`config.mk`:
```
export PLATFORM = sky130hd
export DESIGN_NAME = gci_std_display_vram_write_buffer_flat
export DESIGN_NICKNAME = d
export VERILOG_FILES = /design/src/rtl/gci_std_display_pkg.sv /design/src/rtl/gci_std_display_vram_write_buffer_if.sv /design/src/rtl/gci_std_display_sync_fifo.sv /design/src/rtl/gci_std_display_vram_write_buffer.sv /design/src/flat_wrapper.sv
export SDC_FILE = /design/constraint.sdc
export NUM_CORES = 1
export LEC_CHECK = 0
export ABC_CLOCK_PERIOD_IN_PS = 4200
export CAP_MARGIN = 25
export CORE_AREA = 2 2 274 276
export DETAILED_ROUTE_END_ITERATION = 7
export DIE_AREA = 0 0 276 278
export GPL_TIMING_DRIVEN = 0
export PLACE_DENSITY = 0.64
export SYNTH_ARGS = -nofsm -noshare
export SYNTH_HDL_FRONTEND = slang
export SYNTH_SLANG_ARGS = --single-unit
export TNS_END_PERCENT = 50
```
`constraint.sdc`:
```
create_clock -name iCLOCK -period 4.2 [get_ports iCLOCK]
set_input_delay 1.05 -clock iCLOCK [delete_from_list [all_inputs] [get_ports iCLOCK]]
set_output_delay 1.05 -clock iCLOCK [all_outputs]
set_load 0.02 [all_outputs]
```
`src/rtl/gci_std_display_pkg.sv`:
```
// Shared display-path constants: pixel widths and the default VRAM address width.
package gci_std_display_pkg;
    localparam int PIXEL_W       = 24;
    localparam int RGB565_W      = 16;
    localparam int MEM_ADDR_N_DF = 23;
endpackage

```
`src/rtl/gci_std_display_vram_write_buffer_if.sv`:
```
// Draw-engine to VRAM write-buffer bus: upstream pixel writes plus the memory-side head port.
interface gci_std_display_vram_write_buffer_if #(
    parameter int P_MEM_ADDR_N   = gci_std_display_pkg::MEM_ADDR_N_DF,
    parameter int P_FIFO_DEPTH_N = 4
);
    import gci_std_display_pkg::*;

    logic                      iIF_VALID;
    logic                      oIF_BUSY;
    logic [P_MEM_ADDR_N-1:0]   iIF_ADDR;
    logic [PIXEL_W-1:0]        iIF_DATA;
    logic                      oMEM_VALID;
    logic                      iMEM_BUSY;
    logic [P_MEM_ADDR_N-1:0]   oMEM_ADDR;
    logic [PIXEL_W-1:0]        oMEM_DATA;
    logic [P_FIFO_DEPTH_N:0]   oCOUNT;
    logic                      oEMPTY;

    // slave: the write buffer itself; master: the draw engines and memory port around it
    modport slave (
        input  iIF_VALID, iIF_ADDR, iIF_DATA, iMEM_BUSY,
        output oIF_BUSY, oMEM_VALID, oMEM_ADDR, oMEM_DATA, oCOUNT, oEMPTY
    );
    modport master (
        output iIF_VALID, iIF_ADDR, iIF_DATA, iMEM_BUSY,
        input  oIF_BUSY, oMEM_VALID, oMEM_ADDR, oMEM_DATA, oCOUNT, oEMPTY
    );
endinterface

```
`src/rtl/gci_std_display_sync_fifo.sv`:
```
// Generic first-word-fall-through FIFO; head entry is readable as soon as count is non-zero.
module gci_std_display_sync_fifo #(
    parameter int P_WIDTH   = 24,
    parameter int P_DEPTH_N = 4
) (
    input  logic                 clk,
    input  logic                 rst_n,
    input  logic                 srst,
    input  logic                 push,
    input  logic                 pop,
    input  logic [P_WIDTH-1:0]   wdata,
    output logic [P_WIDTH-1:0]   rdata,
    output logic [P_DEPTH_N:0]   count,
    output logic                 full,
    output logic                 empty
);
    localparam int                 DEPTH    = 1 << P_DEPTH_N;
    localparam logic [P_DEPTH_N:0] FULL_CNT = (P_DEPTH_N + 1)'(DEPTH);

    logic [P_WIDTH-1:0]   mem [DEPTH];
    logic [P_DEPTH_N-1:0] wptr_q, wptr_d;
    logic [P_DEPTH_N-1:0] rptr_q, rptr_d;
    logic [P_DEPTH_N:0]   count_q, count_d;
    logic                 do_push, do_pop;

    assign full    = (count_q == FULL_CNT);
    assign empty   = (count_q == '0);
    assign do_push = push && !full;
    assign do_pop  = pop && !empty;

    always_comb begin
        wptr_d  = wptr_q;
        rptr_d  = rptr_q;
        count_d = count_q;
        if (do_push) wptr_d = wptr_q + 1'b1;
        if (do_pop)  rptr_d = rptr_q + 1'b1;
        case ({do_push, do_pop})
            2'b10:   count_d = count_q + 1'b1;
            2'b01:   count_d = count_q - 1'b1;
            default: count_d = count_q;
        endcase
        // synchronous reset discards pending entries but leaves storage contents alone
        if (srst) begin
            wptr_d  = '0;
            rptr_d  = '0;
            count_d = '0;
        end
    end

    always_ff @(posedge clk or negedge rst_n) begin
        if (!rst_n) begin
            wptr_q  <= '0;
            rptr_q  <= '0;
            count_q <= '0;
        end else begin
            wptr_q  <= wptr_d;
            rptr_q  <= rptr_d;
            count_q <= count_d;
        end
    end

    always_ff @(posedge clk) begin
        if (do_push && !srst) mem[wptr_q] <= wdata;
    end

    assign rdata = mem[rptr_q];
    assign count = count_q;
endmodule

```
`src/rtl/gci_std_display_vram_write_buffer.sv`:
```
// Pixel write buffer between the draw engines and the VRAM port.
// Define GCI_STD_DISPLAY_VRAM_WB_RGB565_EN to pack pixels to RGB565 on the write side.
module gci_std_display_vram_write_buffer
    import gci_std_display_pkg::*;
#(
    parameter int P_MEM_ADDR_N   = MEM_ADDR_N_DF,
    parameter int P_FIFO_DEPTH_N = 4
) (
    input  logic iCLOCK,
    input  logic inRESET,
    input  logic iRESET_SYNC,
    gci_std_display_vram_write_buffer_if.slave bus
);
`ifdef GCI_STD_DISPLAY_VRAM_WB_RGB565_EN
    localparam int STORE_W = RGB565_W;
`else
    localparam int STORE_W = PIXEL_W;
`endif
    localparam int ENTRY_W = P_MEM_ADDR_N + STORE_W;

    logic [STORE_W-1:0] wr_pixel;
    logic [ENTRY_W-1:0] wr_entry, rd_entry;
    logic               fifo_full, fifo_empty;
    logic               if_busy, push, pop;

`ifdef GCI_STD_DISPLAY_VRAM_WB_RGB565_EN
    assign wr_pixel = {bus.iIF_DATA[23:19], bus.iIF_DATA[15:10], bus.iIF_DATA[7:3]};
`else
    assign wr_pixel = bus.iIF_DATA;
`endif

    // busy depends only on registered fill level and the reset input, never on valid or mem busy
    assign if_busy  = fifo_full || iRESET_SYNC;
    assign push     = bus.iIF_VALID && !if_busy;
    assign pop      = !fifo_empty && !bus.iMEM_BUSY;
    assign wr_entry = {bus.iIF_ADDR, wr_pixel};

    gci_std_display_sync_fifo #(
        .P_WIDTH   (ENTRY_W),
        .P_DEPTH_N (P_FIFO_DEPTH_N)
    ) u_fifo (
        .clk   (iCLOCK),
        .rst_n (inRESET),
        .srst  (iRESET_SYNC),
        .push  (push),
        .pop   (pop),
        .wdata (wr_entry),
        .rdata (rd_entry),
        .count (bus.oCOUNT),
        .full  (fifo_full),
        .empty (fifo_empty)
    );

    assign bus.oIF_BUSY   = if_busy;
    assign bus.oMEM_VALID = !fifo_empty;
    assign bus.oEMPTY     = fifo_empty;
    assign bus.oMEM_ADDR  = rd_entry[ENTRY_W-1:STORE_W];
`ifdef GCI_STD_DISPLAY_VRAM_WB_RGB565_EN
    assign bus.oMEM_DATA  = {8'h00, rd_entry[STORE_W-1:0]};
`else
    assign bus.oMEM_DATA  = rd_entry[STORE_W-1:0];
`endif
endmodule

```
`src/flat_wrapper.sv`:
```
// flat-port wrapper written by rule: the top's interface ports become plain ports
module gci_std_display_vram_write_buffer_flat import gci_std_display_pkg::*;
#(
    parameter int P_MEM_ADDR_N   = MEM_ADDR_N_DF,
    parameter int P_FIFO_DEPTH_N = 4
)
  (iCLOCK, inRESET, iRESET_SYNC, bus_iIF_VALID, bus_iIF_ADDR, bus_iIF_DATA, bus_iMEM_BUSY, bus_oIF_BUSY, bus_oMEM_VALID, bus_oMEM_ADDR, bus_oMEM_DATA, bus_oCOUNT, bus_oEMPTY);
  gci_std_display_vram_write_buffer_if #(.P_MEM_ADDR_N(P_MEM_ADDR_N), .P_FIFO_DEPTH_N(P_FIFO_DEPTH_N)) bus_i ();
  input  logic iCLOCK;
  input  logic inRESET;
  input  logic iRESET_SYNC;
  input wire logic [$bits(bus_i.iIF_VALID)-1:0] bus_iIF_VALID;
  input wire logic [$bits(bus_i.iIF_ADDR)-1:0] bus_iIF_ADDR;
  input wire logic [$bits(bus_i.iIF_DATA)-1:0] bus_iIF_DATA;
  input wire logic [$bits(bus_i.iMEM_BUSY)-1:0] bus_iMEM_BUSY;
  output wire logic [$bits(bus_i.oIF_BUSY)-1:0] bus_oIF_BUSY;
  output wire logic [$bits(bus_i.oMEM_VALID)-1:0] bus_oMEM_VALID;
  output wire logic [$bits(bus_i.oMEM_ADDR)-1:0] bus_oMEM_ADDR;
  output wire logic [$bits(bus_i.oMEM_DATA)-1:0] bus_oMEM_DATA;
  output wire logic [$bits(bus_i.oCOUNT)-1:0] bus_oCOUNT;
  output wire logic [$bits(bus_i.oEMPTY)-1:0] bus_oEMPTY;
  assign bus_i.iIF_VALID = bus_iIF_VALID;
  assign bus_i.iIF_ADDR = bus_iIF_ADDR;
  assign bus_i.iIF_DATA = bus_iIF_DATA;
  assign bus_i.iMEM_BUSY = bus_iMEM_BUSY;
  assign bus_oIF_BUSY = bus_i.oIF_BUSY;
  assign bus_oMEM_VALID = bus_i.oMEM_VALID;
  assign bus_oMEM_ADDR = bus_i.oMEM_ADDR;
  assign bus_oMEM_DATA = bus_i.oMEM_DATA;
  assign bus_oCOUNT = bus_i.oCOUNT;
  assign bus_oEMPTY = bus_i.oEMPTY;
  gci_std_display_vram_write_buffer #(.P_MEM_ADDR_N(P_MEM_ADDR_N), .P_FIFO_DEPTH_N(P_FIFO_DEPTH_N)) u_core (.iCLOCK(iCLOCK), .inRESET(inRESET), .iRESET_SYNC(iRESET_SYNC), .bus(bus_i));
endmodule
```
* Word-level counts from Yosys, hierarchy flattened *
Memories as Yosys holds them, arrays and structs flattened.
Index checks and enable logic that the tools add are counted.

word-level totals
  memories = 1
  word-level logic and storage cells = 34
  memory bits (writable) = 752
  flip-flop bits (word level) = 13
  output and inout bits = 55
  input bits = 52

memories
  memory             depth  width  read ports  clocked after Yosys merged registers in  write ports  line                             RTL
  u_core.u_fifo.mem  16     47     1           0                                        1            gci_std_display_sync_fifo.sv:20  logic [P_WIDTH-1:0] mem [DEPTH];

cells by class
  mux-type cells = 8
  equality and inequality tests = 3
  reduce and logical (&&, ||, !) cells = 15
  $add $sub $neg = 4

operator list
  operator             number
  $mux 4               4
  $pmux 5 s2           1
  $add 4x1->4 const B  2
  $add 5x1->5 const B  1
  $eq 5x5->1 const B   1
  $logic_and 1x1->1    5
  $logic_not 1->1      5
  $logic_not 5->1      1
  $mux 5               1
  $sub 5x1->5 const B  1
  $reduce_bool 2->1    2
  $reduce_bool 3->1    1
  $eq 2x1->1 const B   1
  $eq 2x2->1 const B   1
  $mux 1               2
  $logic_or 1x1->1     1

* Logic depth before layout (Yosys ltp) *
Gate-level depths: netlist of the first run.

  word-level depth = 8
  mapped depth = 11

* Modules after synthesis *
Synthesis of the first run repeated with hierarchy kept, for this count alone.

second synthesis, totals
  cell total of the unflattened synthesis = 1165
  area total of the unflattened synthesis = 29203.0 µm²

by module, submodules not included
  module                             instances  area each (µm²)  cells each  seq. area each (µm²)
  gci_std_display_sync_fifo          1          29181.7          1161        22907.0
  gci_std_display_vram_write_buffer  1          21.3             4           0.0

* Least setup slack after synthesis of the first run *
No wires, ideal clock.

  path kind = in2reg
  start = input port iRESET_SYNC
  end = memory u_core.u_fifo.mem[4][0] (netlist name) (enable)
  arrival time = 3.214 ns
  cell stages on the path = 7
  required time = 3.791 ns
  path buffers = 2
  slack = 0.576 ns
  path through = clkbuf_1 -> nand2b_1 -> a21oi_1 -> clkbuf_1 -> nand2_1 -> nor2_1 -> and2_1

between the ends
  longest elaborated chain between the ends = 7
  elaborated cells between the ends (all ways) = 8
  classes of those cells = 2 x mux; 6 x reduce/logical

ends and longest elaborated chain
  what                            line                                     RTL
  start, declared                 flat_wrapper.sv:11                       input logic iRESET_SYNC;
  $logic_or 1x1->1                gci_std_display_vram_write_buffer.sv:33  assign if_busy = fifo_full || iRESET_SYNC;
  $logic_not 1->1                 gci_std_display_vram_write_buffer.sv:34  assign push = bus.iIF_VALID && !if_busy;
  $logic_and 1x1->1               gci_std_display_vram_write_buffer.sv:34
  $logic_and 1x1->1               gci_std_display_sync_fifo.sv:28          assign do_push = push && !full;
  $logic_and 1x1->1 *             gci_std_display_sync_fifo.sv:63          if (do_push && !srst) mem[wptr_q] <= wdata;
  $mux 1 *                        gci_std_display_sync_fifo.sv:63
  $mux 1 (not written as such) *  gci_std_display_sync_fifo.sv:63
  end, declared                   gci_std_display_sync_fifo.sv:20

Mark *: on every way between the ends. The rest lies on a longest branch, timed or not.

* Worst setup path in the final report of the first run *
  start = register u_core.u_fifo.rptr_q[0]
  end = output port bus_oMEM_ADDR[15]

between the ends
  longest elaborated chain between the ends = 1

ends and longest elaborated chain
  what                    line                             RTL
  start, declared         gci_std_display_sync_fifo.sv:22  logic [P_DEPTH_N-1:0] rptr_q, rptr_d;
  start signal, assigned  gci_std_display_sync_fifo.sv:57  rptr_q <= rptr_d;
  $mem_v2 16x47           n/a
  end, declared           flat_wrapper.sv:18               output wire logic [$bits(bus_i.oMEM_ADDR)-1:0] bus_oMEM_ADDR;

No other way between the ends.

==> impl_metrics.env, run 1 <==
export IMPL_crit_type="register to output pin"
export IMPL_route_detailed_wl_per_inst_um=26.7
export IMPL_r2r_cells=10
export IMPL_synth_compound_area_share_pct=0.583
export IMPL_slowest_delay_ns=0.55
export IMPL_cp_required_ns=3.15
export IMPL_reg2reg_slack_ns=1.13
export IMPL_dr_pass1_iters=8
export IMPL_final_cells=2407
export IMPL_hp_start="u_core.u_fifo.wptr_q[1]"
export IMPL_core_area_um2=73800
export IMPL_hold_depth=2
export IMPL_drive_gt1_share_pct=29.8
export IMPL_hold_path_class="register to register"
export IMPL_rr_startpoint="u_core.u_fifo.count[2]"
export IMPL_peakVddDrop_mv=0.565
export IMPL_cts_tree="yes"
export IMPL_start_util_pct=39.5
export IMPL_clock_skew_ns=0.0201
export IMPL_dieHeight_um=278
export IMPL_critPathTopFamily="multiplexers"
export IMPL_die_x_um=276
export IMPL_path_clk_slew_ns=0.06
export IMPL_nNetsFinal=1437
export IMPL_gp_congestion=0.756
export IMPL_crit_fanout=10
export IMPL_vias=13280
export IMPL_hold_viol_final=0
export IMPL_ys_seq_area_share_pct=78.5
export IMPL_hpwlAfterDp_um=37100
export IMPL_crit_arrival_ns=3.06
export IMPL_syn_cell_area_um2=29200
export IMPL_yosys_area_share_simple_pct=1.21
export IMPL_hold_end="u_core.u_fifo.wptr_q[1]"
export IMPL_setup_viol_count_final=0
export IMPL_layout_min_cycle_time_ns=4.11
export IMPL_synth_fa_ha_area_share_pct=0.300
export IMPL_yosys_warnings=0
export IMPL_timing_max_cap_violations=0
export IMPL_violations="DRC"
export IMPL_muxShareOfSynthArea_pct=18.2
export IMPL_dp_cells=2270
export IMPL_ant_nets=0
export IMPL_grt_pass1_vias=13996
export IMPL_synth_top_family_by_area="multiplexers"
export IMPL_post_cts_buffers=0
export IMPL_worst_pin_slew_ns=1.00
export IMPL_max_slew_margin_pct=33.3
export IMPL_vias_per_cell=5.52
export IMPL_syn_avg_cell_area_um2=24.8
export IMPL_cp_cell_sequence="buf_6, buf_8, buf_6, mux4_2, mux4_2, dlygate4sd2_1"
export IMPL_drc=4
export IMPL_io_pin_count=107
export IMPL_power_density_nw_per_um2=547
export IMPL_cts_htree_levels=3
export IMPL_critPathBufInv=4
export IMPL_synthXorXnorAreaFrac_pct=0.300
export IMPL_synth_nets=1233
export IMPL_grt_pass1_wl_um=94300
export IMPL_numPortBuffers=105
export IMPL_cts_root_buf="clkbuf_16"
export IMPL_post_route_period_util_pct=97.9
export IMPL_numCtsBuffers=75
export IMPL_grt_usage_pct=16.9
export IMPL_crit_slowest_cell="mux4_2"
export IMPL_die_area_um2=76700
export IMPL_drt_total_wl_um=64200
export IMPL_endpoint_kind="output pin"
export IMPL_timing_rr_end="u_core.u_fifo.count[4]"
export IMPL_synth_cells=1174
export IMPL_critPathLaunchType="register"
export IMPL_leakage_nw=10.7
export IMPL_antenna_found_initial=3
export IMPL_clock_sinks=765
export IMPL_clock_fmax_ghz=0.243
export IMPL_area_growth_pct=18.3
export IMPL_ys_seq_elements=765
export IMPL_status="complete, but fails checks"
export IMPL_clk_latency_ns=0.62
export IMPL_grt_ovfl_total=0
export IMPL_design_power_total_mw=18.9
export IMPL_drt_iter0_drc=1381
export IMPL_std_cell_rows=100
export IMPL_num_antenna_cells=0
export IMPL_slew_violations=0
export IMPL_holdWs_ns=0.646
export IMPL_cts_buffer_depth=3
export IMPL_grt_max_degree=37
export IMPL_synthDistinctLibCells=40
synthesized netlist by cell type:
| library cell | n | area share, % |
|---|---|---|
| a2111oi_0 | 1 | 0.030 |
| o31a_1 | 1 | 0.030 |
| nor2b_1 | 4 | 0.086 |
| a221oi_2 | 1 | 0.051 |
| xor2_1 | 6 | 0.18 |
| a21o_1 | 1 | 0.026 |
| nor2_1 | 16 | 0.21 |
| clkbuf_1 | 41 | 0.53 |
| nor4_1 | 2 | 0.043 |
| o2111ai_1 | 1 | 0.030 |
| o41ai_1 | 1 | 0.030 |
| nor3b_1 | 1 | 0.026 |
| buf_2 | 12 | 0.21 |
| a2111o_1 | 1 | 0.039 |
| a22oi_1 | 1 | 0.026 |
| a211o_1 | 1 | 0.030 |
| and2_1 | 13 | 0.28 |
| o21ai_0 | 4 | 0.069 |
| mux4_2 | 235 | 18 |
| buf_1 | 7 | 0.090 |
| xnor2_1 | 4 | 0.12 |
| a21oi_1 | 5 | 0.086 |
| mux2_2 | 1 | 0.039 |
| a211oi_1 | 2 | 0.051 |
| nor3_1 | 4 | 0.069 |
| nand2b_1 | 1 | 0.021 |
| nand3_1 | 2 | 0.034 |
| dfrtp_1 | 13 | 1.1 |
| edfxtp_1 | 752 | 77 |
| or2_2 | 2 | 0.043 |
| inv_1 | 5 | 0.064 |
| ha_1 | 7 | 0.30 |
| nand2_1 | 13 | 0.17 |
| and4_1 | 4 | 0.12 |
| o31ai_1 | 1 | 0.026 |
| a311oi_1 | 2 | 0.060 |
| nand4_1 | 3 | 0.064 |
| clkbuf_2 | 1 | 0.017 |
| or4_1 | 1 | 0.026 |
| or3_1 | 1 | 0.021 |
cell usage in the layout, fill, tap and decap left out, drive strengths merged, types with 8 or more instances in the layout:
master	instances
edfxtp	752
mux4	235
clkbuf	136
clkdlybuf4s50	58
buf	45
dlygate4sd2	41
clkinv	30
nor2	16
nand2	13
dfrtp	13
and2	13
inv	8
sequential cells by signal (all words and copies together), names as in the netlist:
signal and cells:
u_core.u_fifo.count 5, u_core.u_fifo.wptr_q 4, u_core.u_fifo.mem 752, u_core.u_fifo.rptr_q 4
worst max path at each step:
stage	start	end	slack (ns)	depth (start not counted)
after floorplan	iRESET_SYNC	u_core.u_fifo.mem[4][0]	0.58	7
after global placement	bus_iIF_VALID	u_core.u_fifo.mem[10][27]	-1.43	7
after global routing	u_core.u_fifo.rptr_q[0]	bus_oMEM_ADDR[15]	-0.0005	6
after CTS	u_core.u_fifo.rptr_q[0]	bus_oMEM_DATA[4]	-0.13	6
final	u_core.u_fifo.rptr_q[0]	bus_oMEM_ADDR[15]	0.09	6
after detailed placement	u_core.u_fifo.rptr_q[1]	bus_oMEM_ADDR[22]	-0.64	6
kinds of logic (layout without fill, tap and decap cells):
logic type,Yosys count,count (layout)
multiplexers,236,236
flip-flops,765,765
AO/OA/AOI/OAI,23,23
AND/OR/NAND/NOR,67,67
buffers and inverters,66,330
adder cells (fa/ha/maj),7,7
XOR/XNOR,10,10
metal layers:
| metal | up-vias | wire [µm] | global-route usage (%) | share of wire [%] |
|---|---|---|---|---|
| li1 | 5525 | - | - | - |
| met1 | 7261 | 27600 | 23.7 | 43 |
| met2 | 414 | 32000 | 27.9 | 50 |
| met3 | 74 | 3620 | 2.59 | 5.6 |
| met4 | 6 | 936 | 4.29 | 1.5 |
| met5 | - | 40 | 0 | 0.062 |
per-stage QoR:
| stage | TNS (ns) | setup WS [ns] | utilization, % | instance area [µm²] |
|---|---|---|---|---|
| after floorplan | 0 | 0.576 | - | 29200 |
| after global placement | -1024.22 | -1.43 | 42.6 | 31400 |
| after detailed placement | -27.28 | -0.638 | 43.4 | 32000 |
| after CTS | -0.693 | -0.132 | 46.7 | 34500 |
| after global routing | -0.000454 | -0.000454 | 46.8 | 34500 |
| final | 0 | 0.0898 | 46.8 | 34500 |
worst register-to-register path, stage by stage (launching register included):
cell and delay [ns]:
dfrtp_1 0.40, clkbuf_1 0.21, nor4_2 0.50, nand2_1 0.20, inv_1 0.19, nor3_1 0.10
ha_1 0.36, or2_2 0.31, a2111oi_0 0.53, a311oi_1 0.11, nand3_1 0.11
where the power goes:
part | switching (mW) | total [mW] | internal [mW]
Combinational | 1.96 | 3.87 | 1.92
Clock | 2.76 | 6.40 | 3.65
Sequential | 0.0667 | 8.59 | 8.52
cell type report:
cell class	instances	area, µm²
timing repair buffer	127	1550
inverter	5	18.8
multi-input combinational	343	6050
clock inverter	39	322
sequential	765	22900
buffer	61	444
fill	5970	39300
clock buffer	98	2020
tap	969	1210
what timing repair did:
item | 4_1_cts | 5_1_grt
endpoints found under the setup margin | 47 | 16
hold buffers | 0 | 0
gates resized for setup | 128 | 19
Note: power is estimated with default switching activity, not from simulation.
==> run 2: changes to the inputs <==
ABC_AREA = 1   (was not set)
CORE_AREA = 2 2 278 280   (was 2 2 274 276)
DIE_AREA = 0 0 280 282   (was 0 0 276 278)
==> run 2 against run 1 <==
Against the previous run:
- the run now ends clean
- die area increased by 2.9%
- first-iteration DRC count increased by 120%
- core utilization increased by 0.83 points
- hold slack got worse by 0.068 ns
- combinational power increased by 30%
- largest cell class unchanged
- largest power group unchanged
==> impl_metrics.env, run 2 <==
export IMPL_crit_type="register to output pin"
export IMPL_status="finished clean"
export IMPL_cts_root_buf="clkbuf_16"
export IMPL_post_cts_buffers=0
export IMPL_hold_path_class="register to register"
export IMPL_final_util_pct=47.6
export IMPL_cp_required_ns=3.15
export IMPL_power_density_nw_per_um2=571
export IMPL_seqPwrFrac_pct=42.3
export IMPL_met1_usage_pct=29.3
export IMPL_synth_nets=2186
export IMPL_synthDistinctLibCells=35
export IMPL_leakage_nw=11.9
export IMPL_cts_buffer_depth=3
export IMPL_postSynth_asyncResetShare_pct=1.70
export IMPL_crit_arrival_ns=3.10
export IMPL_grt_util_met3_pct=5.01
export IMPL_crit_fanout=10
export IMPL_cts_tree="yes"
export IMPL_die_area_um2=79000
export IMPL_nNetsFinal=2407
export IMPL_io_pin_count=107
export IMPL_ys_seq_elements=765
export IMPL_drt_total_wl_um=92300
export IMPL_worst_pin_slew_ns=0.984
export IMPL_combPwrFrac_pct=24.5
export IMPL_core_area_um2=75700
export IMPL_dieHeight_um=282
export IMPL_drt_iter0_drc=2979
export IMPL_grt_pass1_vias=19851
export IMPL_clock_skew_ns=0.0281
export IMPL_synth_area_top_cells="edfxtp_1 (75%), o21ai_0 (5.3%), nor2_1 (5.0%), o221ai_1 (3.9%), o211ai_1 (1.4%)"
export IMPL_grt_ovfl_total=0
export IMPL_yosys_cell_count_top_type="edfxtp_1"
export IMPL_largest_reg_flops=752
export IMPL_synth_ff_type="edfxtp_1"
export IMPL_design_power_total_mw=20.6
export IMPL_vias=20171
export IMPL_std_cell_rows=101
export IMPL_syn_cell_area_um2=30100
export IMPL_route_detailed_wl_per_inst_um=27.2
export IMPL_grt_setup_unrepaired="yes"
export IMPL_clock_sinks=765
export IMPL_netSwitchingFraction_pct=31.0
export IMPL_clk_latency_ns=0.64
export IMPL_syn_avg_cell_area_um2=14.1
export IMPL_post_route_period_util_pct=98.9
export IMPL_synth_edf_count=752
export IMPL_met2_usage_pct=38.6
export IMPL_clock_fmax_ghz=0.241
export IMPL_internal_power_mw=14.2
export IMPL_setup_viol_count_final=0
export IMPL_antenna_found_initial=9
export IMPL_numPortBuffers=106
export IMPL_top_usage_layer="met2"
export IMPL_grt_usage_pct=23.1
export IMPL_pre_cts_slack_ns=0.0523
export IMPL_grt_pass1_wl_um=132000
export IMPL_ys_seq_area_share_pct=76.2
export IMPL_max_slew_margin_pct=34.4
export IMPL_area_growth_pct=19.8
export IMPL_synth_cells=2127
export IMPL_ant_nets=0
export IMPL_design_area_um2=36000
export IMPL_hold_viol_final=0
export IMPL_vias_per_cell=5.95
export IMPL_final_common_cell="edfxtp_1"
export IMPL_timing_max_cap_violations=0
export IMPL_dr_pass1_iters=6
export IMPL_synth_top_area_share_pct=75.1
export IMPL_numCtsBuffers=80
export IMPL_peakVddDrop_mv=0.238
export IMPL_drc=0
export IMPL_endpoint_kind="output pin"
export IMPL_cts_htree_levels=3
export IMPL_layout_min_cycle_time_ns=4.15
export IMPL_clockPowerShare_pct=33.3
export IMPL_slew_violations=0
export IMPL_grt_max_degree=24
export IMPL_holdWs_ns=0.578
export IMPL_synth_top_cells_by_count="edfxtp_1 (752), nor2_1 (401), o21ai_0 (317), o221ai_1 (133), clkbuf_1 (90)"
export IMPL_path_clk_slew_ns=0.06
export IMPL_yosys_warnings=0
export IMPL_top_register="u_core.u_fifo.mem"
export IMPL_critPathLaunchType="register"
export IMPL_hpwlAfterDp_um=58200
export IMPL_netlist_top_cell_by_area="edfxtp_1"
export IMPL_place_area_um2=33200
export IMPL_die_x_um=280
export IMPL_setup_slack_ns=0.0467
export IMPL_start_util_pct=39.7
export IMPL_gp_congestion=0.819
export IMPL_switchingPower_mw=6.38
export IMPL_final_cell_mix="edfxtp_1 (752), nor2_1 (385), o21ai_0 (317)"
export IMPL_drive_gt1_share_pct=13.3
## run 2: final timing paths
| kind | start | endpoint | slack, ns | cells past startpoint |
|---|---|---|---|---|
| min reg2reg | u_core.u_fifo.count[4] | u_core.u_fifo.count[4] | 0.58 | 2 |
| max reg2reg | u_core.u_fifo.count[0] | u_core.u_fifo.mem[11][18] | 1.38 | 8 |
| min in group asynchronous | inRESET | u_core.u_fifo.count[3] | 0.87 | 1 |
| min | u_core.u_fifo.count[4] | u_core.u_fifo.count[4] | 0.58 | 2 |
| max in group asynchronous | inRESET | u_core.u_fifo.wptr_q[1] | 2.87 | 1 |
| max | u_core.u_fifo.rptr_q[1] | bus_oMEM_ADDR[3] | 0.05 | 9 |
## run 2: worst max-delay path: stages (launching register included)
cell	delay, ns
dfrtp_1	0.40
buf_4	0.21
inv_4	0.19
buf_8	0.22
buf_4	0.20
o21ai_0	0.11
o221ai_1	0.23
o211ai_1	0.18
nand2_1	0.12
clkdlybuf4s50_1	0.62
## run 2: timing repair
item                       CTS  global route
setup endpoints to repair   47            44
hold buffers                 0             0
resized for setup           88            75
## run 2: logic make-up after synthesis
| group | Yosys count | share of synthesized area [%] |
|---|---|---|
| AO/OA/AOI/OAI | 633 | 13.0 |
| XOR/XNOR | 1 | 0.0291 |
| adder cells (fa/ha/maj) | 7 | 0.291 |
| buffers and inverters | 180 | 3.37 |
| flip-flops | 765 | 76.2 |
| AND/OR/NAND/NOR | 541 | 7.14 |
## run 2: metal layers
layer,wire length (µm),share of wire [%]
met4,3160,3.4
met2,45000,49
met5,73,0.079
met1,34400,37
met3,9660,10
## run 2: layout make-up
cell class | instances | area, µm²
diodes | 1 | 2.50
plain buffers | 156 | 1100
clock buffers | 101 | 2170
clock inverters | 44 | 360
fillers | 6341 | 39700
inverters | 24 | 105
multi-input cells | 1182 | 6260
flip-flops and latches | 765 | 22900
well taps | 978 | 1220
repair buffers | 139 | 1890
## run 2: metrics by stage
stage / instances / TNS [ns]
final: 3390 / 0
after global routing: 3390 / -0.0569
after CTS: 3389 / -0.194
after detailed placement: 3244 / 0
after global placement: 3211 / -2234.90
after floorplan: 2127 / 0
## run 2: power by group through the flow
| stage | clock, mW | combinational (mW) | sequential [mW] |
|---|---|---|---|
| floorplan | 0 | 2.62 | 8.88 |
| global placement | 0 | 4.72 | 8.88 |
| detailed placement | 0 | 4.91 | 8.86 |
| CTS | 6.90 | 4.99 | 8.70 |
| global route | 7.21 | 5.35 | 8.71 |
| finish | 6.85 | 5.03 | 8.70 |
==> run 3: changes to the inputs <==
GPL_TIMING_DRIVEN = not set   (was 0)
==> run 3 against run 2 <==
Against the previous run:
- core utilization down 1.5 points
- worst setup slack better by 0.0040 ns
- sequential power about the same
- critical path depth down 2
- register-to-register slack better by 0.34 ns
- largest cell class unchanged
- sequential share of layout area up 2.1 points
- via count down 8.3%
- global-route usage down 4.5 points
- clock power down 3%
- cell count down 4.0%
- die area unchanged
==> impl_metrics.env, run 3 (synthesis results as in run 2) <==
export IMPL_status="finished clean"
export IMPL_grt_setup_unrepaired="yes"
export IMPL_combPwrFrac_pct=21.2
export IMPL_ctsHoldBuffers=0
export IMPL_cts_htree_levels=3
export IMPL_top_register="u_core.u_fifo.mem"
export IMPL_hold_path_class="register to register"
export IMPL_met2_usage_pct=31.5
export IMPL_slew_violations=0
export IMPL_clk_latency_ns=0.63
export IMPL_power_density_nw_per_um2=560
export IMPL_vias=18506
export IMPL_clock_skew_ns=0.0157
export IMPL_nNetsFinal=2268
export IMPL_cts_buffer_depth=3
export IMPL_drt_total_wl_um=74500
export IMPL_final_cell_mix="edfxtp_1 (752), nor2_1 (385), o21ai_0 (315)"
export IMPL_grt_util_met3_pct=3.32
export IMPL_layout_min_cycle_time_ns=4.15
export IMPL_route_detailed_wl_per_inst_um=22.9
export IMPL_critPathLaunchType="register"
export IMPL_crit_arrival_ns=3.10
export IMPL_worst_pin_slew_ns=0.723
export IMPL_gp_congestion=0.735
export IMPL_netSwitchingFraction_pct=29.0
export IMPL_peakVddDrop_mv=0.299
export IMPL_top_usage_layer="met2"
export IMPL_grt_pass1_wl_um=111000
export IMPL_io_pin_count=107
export IMPL_final_cells=3253
export IMPL_clock_sinks=765
export IMPL_fill_cells=6418
export IMPL_vias_per_cell=5.69
export IMPL_numCtsBuffers=76
export IMPL_dr_pass1_iters=6
export IMPL_crit_fanout=70
export IMPL_std_cell_rows=101
export IMPL_antenna_found_initial=8
export IMPL_numPortBuffers=106
export IMPL_max_slew_margin_pct=51.8
export IMPL_drt_iter0_drc=2172
export IMPL_grt_max_degree=174
export IMPL_dp_cells=3107
export IMPL_clockPowerShare_pct=34.1
export IMPL_post_route_period_util_pct=98.8
export IMPL_grt_usage_pct=18.6
export IMPL_cp_required_ns=3.15
export IMPL_met1_usage_pct=23.7
export IMPL_leakage_nw=11.1
export IMPL_setup_viol_count_final=0
export IMPL_hold_viol_final=0
export IMPL_timing_max_cap_violations=0
export IMPL_cts_root_buf="clkbuf_16"
export IMPL_die_x_um=280
export IMPL_internal_power_mw=13.9
export IMPL_setup_slack_ns=0.0507
export IMPL_dieHeight_um=282
export IMPL_crit_type="register to output pin"
export IMPL_endpoint_kind="output pin"
export IMPL_cts_tree="yes"
export IMPL_largest_reg_flops=752
export IMPL_clock_fmax_ghz=0.241
export IMPL_drc=0
export IMPL_die_area_um2=79000
export IMPL_area_growth_pct=16.0
export IMPL_start_util_pct=39.7
export IMPL_final_common_cell="edfxtp_1"
export IMPL_core_area_um2=75700
export IMPL_final_util_pct=46.1
export IMPL_pre_cts_slack_ns=0.625
export IMPL_ant_nets=0
export IMPL_grt_pass1_vias=18408
export IMPL_switchingPower_mw=5.65
export IMPL_seqPwrFrac_pct=44.7
export IMPL_hpwlAfterDp_um=36700
export IMPL_design_power_total_mw=19.5
export IMPL_drive_gt1_share_pct=8.63
export IMPL_grt_ovfl_total=0
export IMPL_path_clk_slew_ns=0.07
[run 3: changes by cell type in the layout (fill, tap and decap cells not counted), sizes merged, moves of 3 or more]
cell / before / now
buf: 95 / 52
clkbuf: 195 / 92
clkdlybuf4s50: 72 / 92
dlymetal6s2s: 31 / 13
inv: 25 / 28
[run 3: per-stage QoR]
step	hold slack (ns)	cell area [µm²]	TNS [ns]
finish	0.566	34900	0
global route	0.592	34900	-0.201
CTS	0.574	34700	0
detailed placement	0.555	32300	0
global placement	0.545	32300	0
floorplan	0.563	30100	0
[run 3: power groups by stage]
stage	registers, mW	clock network, mW	logic, mW
floorplan	8.88	0	2.62
global placement	8.86	0	3.98
detailed placement	8.87	0	4.10
CTS	8.71	6.78	4.12
global route	8.73	7.10	4.54
finish	8.72	6.66	4.14
[run 3: worst paths after layout]
kind | from | to | slack, ns | cells after the start
max | u_core.u_fifo.rptr_q[0] | bus_oMEM_ADDR[20] | 0.05 | 7
min | u_core.u_fifo.count[3] | u_core.u_fifo.count[3] | 0.57 | 2
max reg2reg | u_core.u_fifo.count[2] | u_core.u_fifo.mem[5][42] | 1.72 | 7
min reg2reg | u_core.u_fifo.count[3] | u_core.u_fifo.count[3] | 0.57 | 2
max in group asynchronous | inRESET | u_core.u_fifo.rptr_q[2] | 2.87 | 1
min in group asynchronous | inRESET | u_core.u_fifo.count[3] | 0.83 | 1
[run 3: critical path, cell delays in order (launching register included)]
cell and delay, ns:
dfrtp_4 0.58, inv_16 0.24, buf_16 0.31, o21ai_0 0.12, o221ai_1 0.24, o211ai_1 0.16, nand2_1 0.15, clkdlybuf4s50_1 0.63
[run 3: metal layers]
layer,part of all wire (%),routed length (µm)
met1,41,30400
met2,49,36600
met4,3.2,2400
met3,6.8,5100
met5,0.072,54
[run 3: timing repair]
action,4_1_cts,5_1_grt
cloned,0,2
setup buffers,0,0
gates resized for setup,2,22
hold endpoints to repair,0,0
setup endpoints to repair,4,34
[run 3: cell type report]
cell class	count	area, µm²	area share (%)
clock buffer	90	2000	5.73
sequential	765	22900	65.7
antenna	3	7.51	0.0215
timing repair buffer	160	1900	5.46
inverter	24	114	0.327
multi-input combinational	1182	6260	17.9
tap	978	1220	3.51
clock inverter	51	445	1.28
